===== src/rtl/up_counter.sv =====
// rtl/up_counter.sv - start/run/done up counter with preload, doubling and saturate-or-wrap overflow
// Count updates (load > double > increment) are independent of the run FSM, which only gates increments.
module up_counter #(
  parameter int WIDTH = 8,
  parameter int WRAP  = 0
) (
  input  logic             clk,
  input  logic             rst,
  input  logic             start,
  input  logic             gload,
  input  logic             multiply_by_2,
  input  logic [WIDTH-1:0] preload_count,
  input  logic [WIDTH-1:0] terminal_count,
  output logic [WIDTH-1:0] count_out,
  output logic             full,
  output logic             busy,
  output logic             done
);

  typedef enum logic [1:0] {
    S_IDLE = 2'd0,
    S_RUN  = 2'd1,
    S_DONE = 2'd2
  } state_e;

  localparam logic [WIDTH-1:0] ALL_ONES = '1;
  localparam logic [WIDTH-1:0] ONE      = {{(WIDTH-1){1'b0}}, 1'b1};

  state_e           state_q, state_d;
  logic [WIDTH-1:0] count_q, count_d;
  logic [WIDTH-1:0] term_q, term_d;
  logic             at_term;
  logic             at_max;
  logic             count_override;

  always_comb begin
    at_term        = (count_q == term_q);
    at_max         = (count_q == ALL_ONES);
    count_override = gload | multiply_by_2;
  end

  always_ff @(posedge clk) begin
    if (rst) begin
      state_q <= S_IDLE;
      count_q <= '0;
      term_q  <= '0;
    end else begin
      state_q <= state_d;
      count_q <= count_d;
      term_q  <= term_d;
    end
  end

  always_comb begin
    state_d = state_q;
    count_d = count_q;
    term_d  = term_q;

    if (gload) begin
      count_d = preload_count;
    end else if (multiply_by_2) begin
      // Saturating mode clamps instead of dropping a set MSB.
      if ((WRAP == 0) && count_q[WIDTH-1]) begin
        count_d = ALL_ONES;
      end else begin
        count_d = count_q << 1;
      end
    end else if ((state_q == S_RUN) && !at_term) begin
      if (at_max) begin
        count_d = (WRAP != 0) ? '0 : ALL_ONES;
      end else begin
        count_d = count_q + ONE;
      end
    end

    case (state_q)
      S_IDLE: begin
        if (start) begin
          term_d  = terminal_count;
          state_d = S_RUN;
        end
      end
      S_RUN: begin
        // A stuck-at-max saturating count can never reach a higher terminal, so it ends the run.
        if (!count_override && (at_term || ((WRAP == 0) && at_max))) begin
          state_d = S_DONE;
        end
      end
      S_DONE: begin
        state_d = S_IDLE;
      end
      default: begin
        state_d = S_IDLE;
      end
    endcase
  end

  always_comb begin
    count_out = count_q;
    full      = at_max;
    busy      = (state_q == S_RUN);
    done      = (state_q == S_DONE);
  end

endmodule


===== config.mk =====
export PLATFORM = sky130hd
export DESIGN_NAME = up_counter
export DESIGN_NICKNAME = d
export VERILOG_FILES = /design/src/rtl/up_counter.sv
export SDC_FILE = /design/constraint.sdc
export NUM_CORES = 1
export LEC_CHECK = 0
export BUFFER_PORTS_ARGS = -buffer_cell sky130_fd_sc_hd__buf_2
export CAP_MARGIN = 30
export CORE_MARGIN = 1
export CORE_UTILIZATION = 51
export DETAILED_ROUTE_END_ITERATION = 10
export GPL_TIMING_DRIVEN = 0
export PLACE_DENSITY = 0.78
export SYNTH_ARGS = -nofsm -noshare
export SYNTH_HDL_FRONTEND = slang
export SYNTH_SLANG_ARGS = --single-unit

===== constraint.sdc =====
create_clock -name clk -period 1.9 [get_ports clk]
set_input_delay 0.095 -clock clk [delete_from_list [all_inputs] [get_ports clk]]
set_output_delay 0.095 -clock clk [all_outputs]
set_load 0.01 [all_outputs]

==> results of run 1 <==
[cell type report]
class / instances / area share (%)
sequential: 18 / 24.98
timing repair buffer: 34 / 12.36
inverter: 7 / 1.803
clock buffer: 4 / 2.489
buffer: 10 / 3.691
tap: 28 / 2.403
multi-input combinational: 107 / 52.27
[power groups by stage]
stage	clock, W	sequential, W	combinational, W
final	0.000235	0.000442	0.000307
after global routing	0.000260	0.000447	0.000337
after CTS	0.000238	0.000440	0.000288
after detailed placement	0	0.000448	0.000282
after global placement	0	0.000447	0.000273
after floorplan	0	0.000449	0.000202
[routing by layer]
metal	track usage, %	vias up
met5	0	-
met4	8.571	0
met3	4.938	4
met2	43.11	56
met1	32.28	567
li1	-	591
[sequential cells by signal, indices dropped and copies added (netlist names)]
name	count
count_out	8
state_q	2
term_q	8
[final timing paths]
kind,from,to,cells after the start,slack [ps]
worst min register to register,term_q[2],term_q[2],2,530
worst max register to register,count_out[5],count_out[5],6,100
worst max-delay path,count_out[5],count_out[5],6,100
worst min-delay path,terminal_count[0],term_q[0],3,30
[synthesized netlist by cell type (all sizes together)]
cell and instances:
o2111a 1, and3 1, nand2 1, a221oi 2, a31oi 1, o31a 1
nand4 1, nand3 6, clkbuf 5, o21ai 10, mux2 1, or2 2
nor2 20, or3 1, nor2b 4, nor4 4, ha 1, nor3b 1
xor2 8, o2111ai 1, o211ai 2, o31ai 4, a21oi 12, mux2i 9
dfxtp 18, a2111oi 1, a311oi 3, o2bb2ai 1, nand2b 3, a211oi 3
buf 5, nor3 1, inv 7, a21o 1
[worst reg2reg max path, stage by stage, from the launching register on]
cell,delay (ps)
sky130_fd_sc_hd__dfxtp_1,330
sky130_fd_sc_hd__buf_6,130
sky130_fd_sc_hd__xor2_1,160
sky130_fd_sc_hd__nor4_4,400
sky130_fd_sc_hd__a21oi_4,160
sky130_fd_sc_hd__o2111a_1,280
sky130_fd_sc_hd__a2111oi_2,260
[logic make-up after synthesis]
logic type | after synthesis | synth area share [%]
compound gates | 43 | 25.11
xor+xnor | 8 | 5.932
fa+ha+maj | 1 | 1.059
buf+inv | 17 | 6.780
flops | 18 | 30.51
mux | 10 | 8.898
simple gates | 45 | 21.72
[what timing repair did]
item	in CTS	in global routing
buffers inserted	1	3
gates resized for setup	3	4
endpoints found under the setup margin	3	10
pin swaps	1	3
[through the flow]
| step | cell area, um^2 | hold slack [ps] | utilization (%) |
|---|---|---|---|
| 2_1_floorplan | 1181 | 242.6 | - |
| 6_report | 1458 | 32.40 | 66.53 |
| 4_1_cts | 1425 | 27.57 | 65.05 |
| 3_5_place_dp | 1366 | 338.2 | 62.36 |
| 5_1_grt | 1458 | 33.79 | 66.53 |
| 3_3_place_gp | 1366 | 329.3 | 62.36 |
==> summary by stage, run 1 <==
STA
The hold violation count in the final report was 0. The largest clock skew in the final design is 2.390 ps. Of the available clock period, the critical path in the final layout requires 94.88%. The final worst setup slack is just under 100 ps.

The total count of max-transition violations in the final report is 0. After routing, the total negative slack on setup checks comes to 0 ps. Subtracting the final worst setup slack from the clock period gives 1803 ps. Timing would allow up to ~550 MHz.

At the pin with the least slew margin, the transition time is 585.7 ps. The remaining max-slew budget at the tightest pin is 60.95%. Setup violations remaining at the end of the flow were counted as 0.

Pwr
Of the total power, registers draw 44.9%. The net switching fraction of the power is 32.58%. Summed over all nets, the switching power comes to 0.0003205 W. The share of total power in combinational logic is between 30% and 40%. The power per unit of standard cell area is between 600 and 700 mW/mm^2.

For this design the static power due to leakage is 0.6438 nW. Power comes to 0.0009838 W. The design internal power is 0.0006633 W. The clock network is responsible for roughly a quarter of the overall power.

The maximum vdd ir drop is between 0.5 and 0.6 mV.

Drt
The routed length per instance is 13.92 um. The detailed router finished its first iteration with 35 violations. The post-detailed-route DRC marker count is 0. The met2 routed wirelength is approximately 1400 um.

The count of vias placed by the detailed router is between 1000 and 1500. The detailed-routing iteration count for the pre-antenna-repair pass is 4. The wire length reported by the detailed router is 2895 um. The detailed route wirelength on metal3 is ~200 um. The detail route stage leaves a number of antenna-violating nets equal to 0. The routed via count divided by cell count is 5.856.

The wire length the detailed router placed on met1 is 1258 um. Signal routing reaches up to met4.

Die
The core region is roughly 0.0022 mm^2. The initialized floorplan defines 17 standard-cell rows. Measured along the y axis, the die boundary spans 50.13 um.

For this configuration, the core starts out at a cell density of 53.91%. The die width is 50.13 um. The die covers 0.002513 mm^2. The number of top-level pins is 32.

Placed design
The weighted congestion at the end of routability-driven global placement is 0.9181. The worst setup slack before clock tree synthesis is -119.8 ps. The wire-length estimate of the detail-placed layout is 2090 um. The total instance count after detailed placement is 200.

Port buffering added 30 buffers.

CTS
The TritonCTS clock tree is done. CTS built an H-tree with a depth of 1. For this design, the sink count on the clock tree is 18.

The post-cts hold buffer count is 0. The clock buffer count from CTS is 3. The master cell of the clock root buffer is sky130_fd_sc_hd__clkbuf_4.

The clock latency of the later-clocked register in the worst-skew pair is slightly below 300 ps. The number of buffers on the longest clock path is 2. The clock-pin slew on the worst setup and hold paths is 100 ps.

Setup path
The worst setup path is of the reg -> reg kind. The worst setup path is captured at a flip-flop. The largest single stage delay on the critical path is 400 ps.

The maximum fanout encountered on the critical timing path is 8. The largest individual stage delay along the critical path comes from the cell sky130_fd_sc_hd__nor4_4. The critical path goes through buf_6 > xor2_1 > nor4_4 > a21oi_4 > o2111a_1 > a2111oi_2. Together, buffers and inverters on the worst path number 1. The critical path arrival is 2010 ps. The kind of launch point of the worst setup path is a flip-flop. Data on the critical path is required at its endpoint by 2100 ps. The kind of cell adding the most delay to the critical path is compound AO/OA/AOI/OAI gates.

Synthesis
By area the synthesized netlist is led by sky130_fd_sc_hd__dfxtp_1 (31%), sky130_fd_sc_hd__mux2i_1 (7.6%), sky130_fd_sc_hd__nor2_1 (6.4%). The sequential element share of the synthesized area is 30.51%. The Yosys step of the flow raised 0 warnings. When the netlist entered floorplanning its net count stood at between 150 and 200.

The share of the synthesized area in the top cell type is between 30% and 40%. The gate count of the mapped netlist is 142. The count of state elements after synthesis is 18. Of all cell types, the one taking the most synthesized area is sky130_fd_sc_hd__dfxtp_1. The area of the mapped netlist is between 0.001 and 0.0015 mm^2.

The average size of a mapped cell is 8.318 um^2. The count of distinct cell types in the synthesized netlist is 40.

Global route
The overall overflow remaining after global route is 0. Entering global routing, the biggest net connects 11 pins. The initial antenna violation count was 0. The first global-routing pass estimated 4968 um of wire. The via count of the first global-routing pass is 1091. The global-route usage over all layers is between 20% and 30%.

Final layout
The number of diodes added for antenna fixing is 0. The post-route netlist has 30.56% of its cells at a drive strength greater than 1. The storage element area is 364.1 um^2.

The area growth from synthesis to final layout is 23.41%. The library cell used most frequently in the layout, excluding fill and tap cells, is sky130_fd_sc_hd__buf_2. In the layout the commonest cells are sky130_fd_sc_hd__buf_2 (31), sky130_fd_sc_hd__nor2_1 (20), sky130_fd_sc_hd__dfxtp_1 (15).

The final net count is 203. Summing all multi-input logic gate instances after layout gives 762.0 um^2. The total of fill cells in the finished design is 191.

The non-filler instance count after layout is 208.

Hold path
The path type of the worst min-delay path is in -> reg.

Job
Across the run, the number of max-cap violations was 0.

Outcome
The flow ran to the end, and the final reports show no timing, DRC or antenna violations.
(Power assumes the default switching activity.)
==> inputs of run 2 (changes only) <==
--- a/config.mk
+++ b/config.mk
@@ -8,10 +8,9 @@
 export BUFFER_PORTS_ARGS = -buffer_cell sky130_fd_sc_hd__buf_2
 export CAP_MARGIN = 30
 export CORE_MARGIN = 1
-export CORE_UTILIZATION = 51
+export CORE_UTILIZATION = 35
 export DETAILED_ROUTE_END_ITERATION = 10
 export GPL_TIMING_DRIVEN = 0
-export PLACE_DENSITY = 0.78
 export SYNTH_ARGS = -nofsm -noshare
 export SYNTH_HDL_FRONTEND = slang
 export SYNTH_SLANG_ARGS = --single-unit
==> summary by stage, run 2 (same netlist as run 1, synthesis figures left out) <==
CTS
The number of buffers on the longest clock path is 2 (unchanged). The master cell of the clock root buffer is sky130_fd_sc_hd__clkbuf_4 (unchanged). The TritonCTS clock tree is done (unchanged).

The post-cts hold buffer count is 0 (unchanged). The clock-pin slew on the worst setup and hold paths is 110 ps (was 100 ps). The clock latency of the later-clocked register in the worst-skew pair is 300 ps (was 290 ps).

The number of H-tree levels came to 1 (unchanged). The clock buffer count from CTS is 3 (unchanged). The number of sinks on the clock net is 18 (unchanged).

Pwr
The share of total power in combinational logic is 30.1% (was 31.2%). The reported net switching power is 0.0003273 W (was 0.0003205 W). The power per unit of standard cell area is 668.7 mW/mm^2 (was 674.9 mW/mm^2).

The fraction of power consumed by the clock network is 24.9% (was 23.9%). The fraction of power consumed by sequential logic is 45.0% (was 44.9%). The maximum vdd ir drop was 0.3307 mV (was 0.5405 mV). The cell leakage power was 0.6390 nW (was 0.6438 nW).

The design internal power came to 0.0006558 W (was 0.0006633 W). The net switching fraction of the power came to 33.30% (was 32.58%).

Final layout
The storage element area is 364.1 um^2 (unchanged). The share of layout cells above drive strength 1 is 30.17% (was 30.56%). The total of fill cells in the finished design came to 318 (was 191). The area of all placed cells without fillers is 0.001470 mm^2 (was 0.001458 mm^2). The multi-input gate area in the final layout came to 762.0 um^2 (unchanged). The number of diodes added for antenna fixing was 0 (unchanged).

The area growth from synthesis to final layout is 24.47% (was 23.41%). The non-filler instance count after layout is 223 (was 208). The utilization after layout came to 47.00% (was 66.53%). Commonest cells after routing, fill and taps aside: sky130_fd_sc_hd__buf_2 (31), sky130_fd_sc_hd__nor2_1 (20), sky130_fd_sc_hd__dfxtp_1 (15) (unchanged).

The most frequent standard cell in the layout excluding fill and tap cells is sky130_fd_sc_hd__buf_2 (unchanged). The final net count is 202 (was 203).

Drt
The post-detailed-route DRC marker count was 0 (unchanged). The remaining number of nets flagged by the antenna check after routing is 0 (unchanged). The routed via count divided by cell count is 5.327 (was 5.856). The count of vias placed by the detailed router is 1188 (was 1218). The detailed-routing iteration count for the pre-antenna-repair pass came to 6 (was 4). The DRC violation total after the first TritonRoute iteration came to 74 (was 35).

The wire length reported by the detailed router was 3021 um (was 2895 um). The detailed route wirelength on metal3 is 123 um (was 198 um). The uppermost layer routed was met4 (unchanged).

The met2 routed wirelength came to 1423 um (was 1409 um). The wire length the detailed router placed on met1 was 1429 um (was 1258 um). The routed length per instance was 13.55 um (was 13.92 um).

STA
The final cycle utilization of the critical path was 94.88% (about the same). The final sum of negative setup slack is 0 ps (unchanged). The remaining max-slew budget at the tightest pin is 61.68% (was 60.95%). The fmax is 554.7 MHz (about the same).

The count of endpoints failing setup in the final report is 0 (unchanged). The worst hold slack is 17.22 ps (was 32.40 ps). The hold violation count in the final report was 0 (unchanged).

The total count of max-transition violations in the final report is 0 (unchanged). The largest clock skew in the final design is 3.104 ps (was 2.390 ps). The post-layout minimum cycle time is 1803 ps (about the same). The actual slew at the worst max-slew pin is 574.8 ps (was 585.7 ps).

Setup path
The end of the worst register-to-register path is count_out[5] (unchanged). The flop-to-flop setup slack is 100 ps (about the same). The maximum fanout encountered on the critical timing path is 8 (unchanged). Cell breakdown of the critical path: buf_6 > xor2_1 > nor4_4 > a21oi_4 > o2111a_1 > a2111oi_2 (unchanged). The critical path arrival is 2010 ps (about the same). The type of the worst setup path is reg -> reg (unchanged). The depth of the worst register-to-register path is 6 (unchanged). The critical path required time is 2110 ps (was 2100 ps). The kind of launch point of the worst setup path was a flip-flop (unchanged). The sort of element at the end of the critical path is a flip-flop (unchanged).

The largest stage delay on the critical path is 380 ps (was 400 ps). The slowest stage cell on the critical path was sky130_fd_sc_hd__nor4_4 (unchanged). The launching point of the worst reg2reg path is count_out[5] (unchanged).

Hold path
The worst min-delay path endpoint is term_q[0] (unchanged). The path type of the worst min-delay path is in -> reg (unchanged). The critical hold path startpoint is terminal_count[0] (unchanged). The number of cells traversed by the worst hold path is 3 (unchanged).

Outcome
Run status: completed (unchanged).

Die
The die width is 60.09 um (was 50.13 um). The number of top-level pins is 32 (unchanged). The total core area is 0.003128 mm^2 (was 0.002191 mm^2). The starting density of the core is 37.76% (was 53.91%). The number of core rows is 20 (was 17).

The die outline height is 60.09 um (was 50.13 um). The area enclosed by the die boundary came to 0.003611 mm^2 (was 0.002513 mm^2).

Global route
The global-route usage over all layers was 18.96% (was 25.67%). The global-route wire length before repair is 5119 um (was 4968 um). The initial antenna violation count is 0 (unchanged). The overall overflow remaining after global route is 0 (unchanged). The via count of the first global-routing pass is 1163 (was 1091).

The maximum number of pins on one net before global-route repair is 11 (unchanged).

Placed design
The total instance count after detailed placement is 216 (was 200). The count of buffers from port buffering came to 30 (unchanged). The area after detailed placement is 0.001386 mm^2 (was 0.001366 mm^2). The detailed placement HPWL came to 2270 um (was 2090 um).

The weighted congestion at the end of routability-driven global placement is 0.9386 (was 0.9181).

Job
The max-capacitance violation count is 0 (unchanged).
[run 2: cell count changes in the layout (fill, tap and decap cells not counted)]
cell / before / now
sky130_fd_sc_hd__buf_4: 4 / 3
[run 2: cell type report]
| class | instances | area share (%) |
|---|---|---|
| Multi-Input combinational cell | 107 | 51.83 |
| Sequential cell | 18 | 24.77 |
| Timing Repair Buffer | 33 | 11.74 |
| Tap cell | 44 | 3.745 |
| Buffer | 10 | 3.660 |
| Clock buffer | 4 | 2.468 |
| Inverter | 7 | 1.787 |
[run 2: power by group through the flow]
| stage | sequential [W] | clock (W) | combinational, W |
|---|---|---|---|
| global placement | 0.000449 | 0 | 0.000278 |
| CTS | 0.000442 | 0.000253 | 0.000292 |
| floorplan | 0.000449 | 0 | 0.000202 |
| global route | 0.000448 | 0.000269 | 0.000327 |
| detailed placement | 0.000450 | 0 | 0.000284 |
| finish | 0.000442 | 0.000245 | 0.000296 |
[run 2: critical path: cells and delay by family (launching register included)]
kind | cells | cell delay [ps]
buffers and inverters | 1 | 130
AOI/OAI and AO/OA | 3 | 700
DFF | 1 | 330
and+or+nand+nor | 1 | 380
xor gates and xnor gates | 1 | 160
[run 2: through the flow]
stage | total power [W] | setup slack (ps)
6_report | 0.0009831 | 97.35
5_1_grt | 0.001045 | -0.6972
4_1_cts | 0.0009863 | 48.49
3_5_place_dp | 0.0007340 | -162.7
3_3_place_gp | 0.0007260 | -120.0
2_1_floorplan | 0.0006506 | 54.66
[run 2: timing repair]
item                                    CTS  global route
pin swaps                                 1             3
setup buffers                             2             1
resized for setup                         4             3
endpoints found under the setup margin    4             6
[run 2: how the worst max path moves through the flow]
stage,start,depth (start not counted),end,slack [ps]
2_1_floorplan,count_out[1],6,count_out[0],50
3_3_place_gp,count_out[0],6,count_out[0],-120
3_5_place_dp,count_out[0],6,count_out[0],-160
4_1_cts,count_out[2],6,count_out[5],50
5_1_grt,count_out[5],6,count_out[5],-0.7
6_report,count_out[5],6,count_out[5],100
[run 2: per-layer routing]
metal	vias to the layer above	global-route usage (%)
met1	554	23.56
met2	37	31.90
met3	5	2.381
li1	592	-
met5	-	0
met4	0	9.635
==> inputs of run 3 (changes only) <==
--- a/config.mk
+++ b/config.mk
@@ -9,6 +9,7 @@
 export CAP_MARGIN = 30
 export CORE_MARGIN = 1
 export CORE_UTILIZATION = 35
+export CTS_BUF_LIST = sky130_fd_sc_hd__clkbuf_4 sky130_fd_sc_hd__clkbuf_8 sky130_fd_sc_hd__clkbuf_16
 export DETAILED_ROUTE_END_ITERATION = 10
 export GPL_TIMING_DRIVEN = 0
 export SYNTH_ARGS = -nofsm -noshare
==> constraint.sdc (replaced) <==
create_clock -name clk -period 1.5 [get_ports clk]
set_input_delay 0.075 -clock clk [delete_from_list [all_inputs] [get_ports clk]]
set_output_delay 0.075 -clock clk [all_outputs]
set_load 0.01 [all_outputs]
==> summary by stage, run 3 (same netlist as run 1, synthesis figures left out) <==
Outcome
Run status: finished, violations left (was completed). The checks that failed: setup timing.

Placed design
The weighted congestion at the end of routability-driven global placement is 0.8351 (was 0.9386). The count of buffers from port buffering was 30 (unchanged). The area after detailed placement is 0.001411 mm^2 (was 0.001386 mm^2).

The detailed placement HPWL was 2183 um (was 2270 um). The worst setup slack before clock tree synthesis is -273.7 ps (was -162.7 ps).

Final layout
The total of fill cells in the finished design came to 294 (was 318). The storage element area is 385.4 um^2 (was 364.1 um^2). The final net count is 215 (was 202).

The utilization after layout is 53.48% (was 47.00%). The number of diodes added for antenna fixing is 0 (unchanged). The area of all placed cells without fillers is 0.001673 mm^2 (was 0.001470 mm^2). The most frequent standard cell in the layout excluding fill and tap cells is sky130_fd_sc_hd__buf_2 (unchanged). The multi-input gate area in the final layout is 833.3 um^2 (was 762.0 um^2). The area growth from synthesis to final layout is 41.63% (was 24.47%). Commonest cells after routing, fill and taps aside: sky130_fd_sc_hd__buf_2 (30), sky130_fd_sc_hd__nor2_1 (19), sky130_fd_sc_hd__buf_4 (17) (was sky130_fd_sc_hd__buf_2 (31), sky130_fd_sc_hd__nor2_1 (20), sky130_fd_sc_hd__dfxtp_1 (15)). The share of layout cells above drive strength 1 is 42.71% (was 30.17%).

CTS
The TritonCTS clock tree is done (unchanged). The master cell of the clock root buffer is sky130_fd_sc_hd__clkbuf_4 (unchanged). The number of buffers on the longest clock path came to 2 (unchanged). The number of H-tree levels was 1 (unchanged). The number of sinks on the clock net was 18 (unchanged). The clock buffer count from CTS came to 3 (unchanged). The clock latency of the later-clocked register in the worst-skew pair is 300 ps (about the same).

The clock-pin slew on the worst setup and hold paths is 110 ps (about the same). The post-cts hold buffer count is 0 (unchanged).

STA
Setup repair after global routing could not meet its margin everywhere. The post-layout minimum cycle time is 1653 ps (was 1803 ps). The actual slew at the worst max-slew pin was 547.4 ps (was 574.8 ps).

The total count of max-transition violations in the final report came to 0 (unchanged). The count of endpoints failing setup in the final report is 10 (was 0). The largest clock skew in the final design is 2.395 ps (was 3.104 ps). The hold violation count in the final report is 0 (unchanged). The fmax is 604.9 MHz (was 554.7 MHz). The remaining max-slew budget at the tightest pin is 63.50% (was 61.68%). The final worst setup slack was -153.2 ps (was 97.35 ps). The worst hold slack is 6.975 ps (was 17.22 ps). The final cycle utilization of the critical path came to 110.2% (was 94.88%).

Pwr
The maximum vdd ir drop is 0.4379 mV (was 0.3307 mV). The fraction of power consumed by the clock network was 23.1% (was 24.9%). The design internal power came to 0.0008866 W (was 0.0006558 W). The net switching fraction of the power is 33.58% (was 33.30%). The cell leakage power was 0.7194 nW (was 0.6390 nW). The power per unit of standard cell area is 798.0 mW/mm^2 (was 668.7 mW/mm^2). The fraction of power consumed by sequential logic is 42.5% (was 45.0%).

The reported net switching power came to 0.0004483 W (was 0.0003273 W). The share of total power in combinational logic is 34.3% (was 30.1%).

Drt
The routed length per instance is 14.37 um (was 13.55 um). The post-detailed-route DRC marker count is 0 (unchanged). The routed via count divided by cell count came to 5.318 (was 5.327).

The wire length reported by the detailed router was 3392 um (was 3021 um). The DRC violation total after the first TritonRoute iteration is 105 (was 74). The detailed-routing iteration count for the pre-antenna-repair pass was 4 (was 6). The count of vias placed by the detailed router is 1255 (was 1188).

The remaining number of nets flagged by the antenna check after routing is 0 (unchanged).

Setup path
The slowest stage cell on the critical path is sky130_fd_sc_hd__nor4_4 (unchanged). The kind of launch point of the worst setup path was a flip-flop (unchanged). The number of buffer and inverter stages on the critical path is 0 (was 1). The maximum fanout encountered on the critical timing path is 6 (was 8). The type of the worst setup path is reg -> reg (unchanged).

The kind of cell adding the most delay to the critical path is simple AND/OR/NAND/NOR gates (was compound AO/OA/AOI/OAI gates). The critical path arrival is 1880 ps (was 2010 ps). Cell breakdown of the critical path: xor2_1 > nor4_4 > a21oi_4 > mux2_4 > a211oi_2 (was buf_6 > xor2_1 > nor4_4 > a21oi_4 > o2111a_1 > a2111oi_2).

The logic depth of the worst path, buffers included was 5 (was 6). The critical path required time is 1720 ps (was 2110 ps). The depth of the worst register-to-register path is 5 (was 6). The largest stage delay on the critical path is 390 ps (was 380 ps).

The sort of element at the end of the critical path was a flip-flop (unchanged).

Global route
The global-route usage over all layers is 19.99% (was 18.96%). The via count of the first global-routing pass is 1111 (was 1163). The initial antenna violation count is 0 (unchanged). The overall overflow remaining after global route is 0 (unchanged). The global-route wire length before repair is 5313 um (was 5119 um). The maximum number of pins on one net before global-route repair is 11 (unchanged).

Die
The die width is 60.09 um (unchanged). The total core area came to 0.003128 mm^2 (unchanged). The die outline height is 60.09 um (unchanged). The number of core rows came to 20 (unchanged). The starting density of the core is 37.76% (unchanged). The area enclosed by the die boundary is 0.003611 mm^2 (unchanged).

The number of top-level pins is 32 (unchanged).

Hold path
The number of cells traversed by the worst hold path is 3 (unchanged). The path type of the worst min-delay path is in -> reg (unchanged).

Job
The max-capacitance violation count is 0 (unchanged).
run 3: power by group through the flow:
stage                     clock network [W]  registers (W)  logic, W
after floorplan                           0       0.000571  0.000265
after global placement                    0       0.000570  0.000362
after detailed placement                  0       0.000571  0.000368
after CTS                          0.000315       0.000568  0.000427
after global routing               0.000333       0.000573  0.000501
final                              0.000309       0.000568  0.000458
run 3: worst register-to-register path, cell delays in order, from the launching register on:
cell and delay, ps:
sky130_fd_sc_hd__dfxtp_4 380, sky130_fd_sc_hd__xor2_1 190, sky130_fd_sc_hd__nor4_4 390, sky130_fd_sc_hd__a21oi_4 140
sky130_fd_sc_hd__mux2_4 330, sky130_fd_sc_hd__a211oi_2 160
run 3: per-layer routing:
metal  GRT usage [%]  up-vias  routed length, um
li1                -      614                  -
met2           32.22       39               1692
met3           3.247        5                154
met5               0        -                  0
met1           26.80      597               1502
met4           6.977        0                 43
run 3: repair_timing:
| action | 4_1_cts | 5_1_grt |
|---|---|---|
| endpoints found under the setup margin | 11 | 19 |
| resized for setup | 21 | 4 |
| buffers inserted | 14 | 4 |
| pin swaps | 10 | 5 |
run 3: per-stage QoR:
stage	power, W	std cells	setup TNS, ps
2_1_floorplan	0.0008356	142	-406.4
3_3_place_gp	0.0009316	216	-1523
3_5_place_dp	0.0009397	216	-1622
4_1_cts	0.001311	232	-714.9
5_1_grt	0.001408	236	-2151
6_report	0.001335	236	-1271
run 3: area by class of cell:
class | instances | area share, %
inverter | 7 | 1.571
timing repair buffer | 48 | 17.80
sequential | 18 | 23.04
multi-input combinational | 107 | 49.81
tap | 44 | 3.291
clock buffer | 4 | 2.169
buffer | 8 | 2.319
run 3: worst paths after layout:
kind / to / slack (ps) / from
setup / recovery: count_out[0] / -150 / count_out[1]
hold reg to reg: term_q[1] / 540 / term_q[1]
hold / removal: term_q[1] / 7 / terminal_count[1]
setup reg to reg: count_out[0] / -150 / count_out[1]
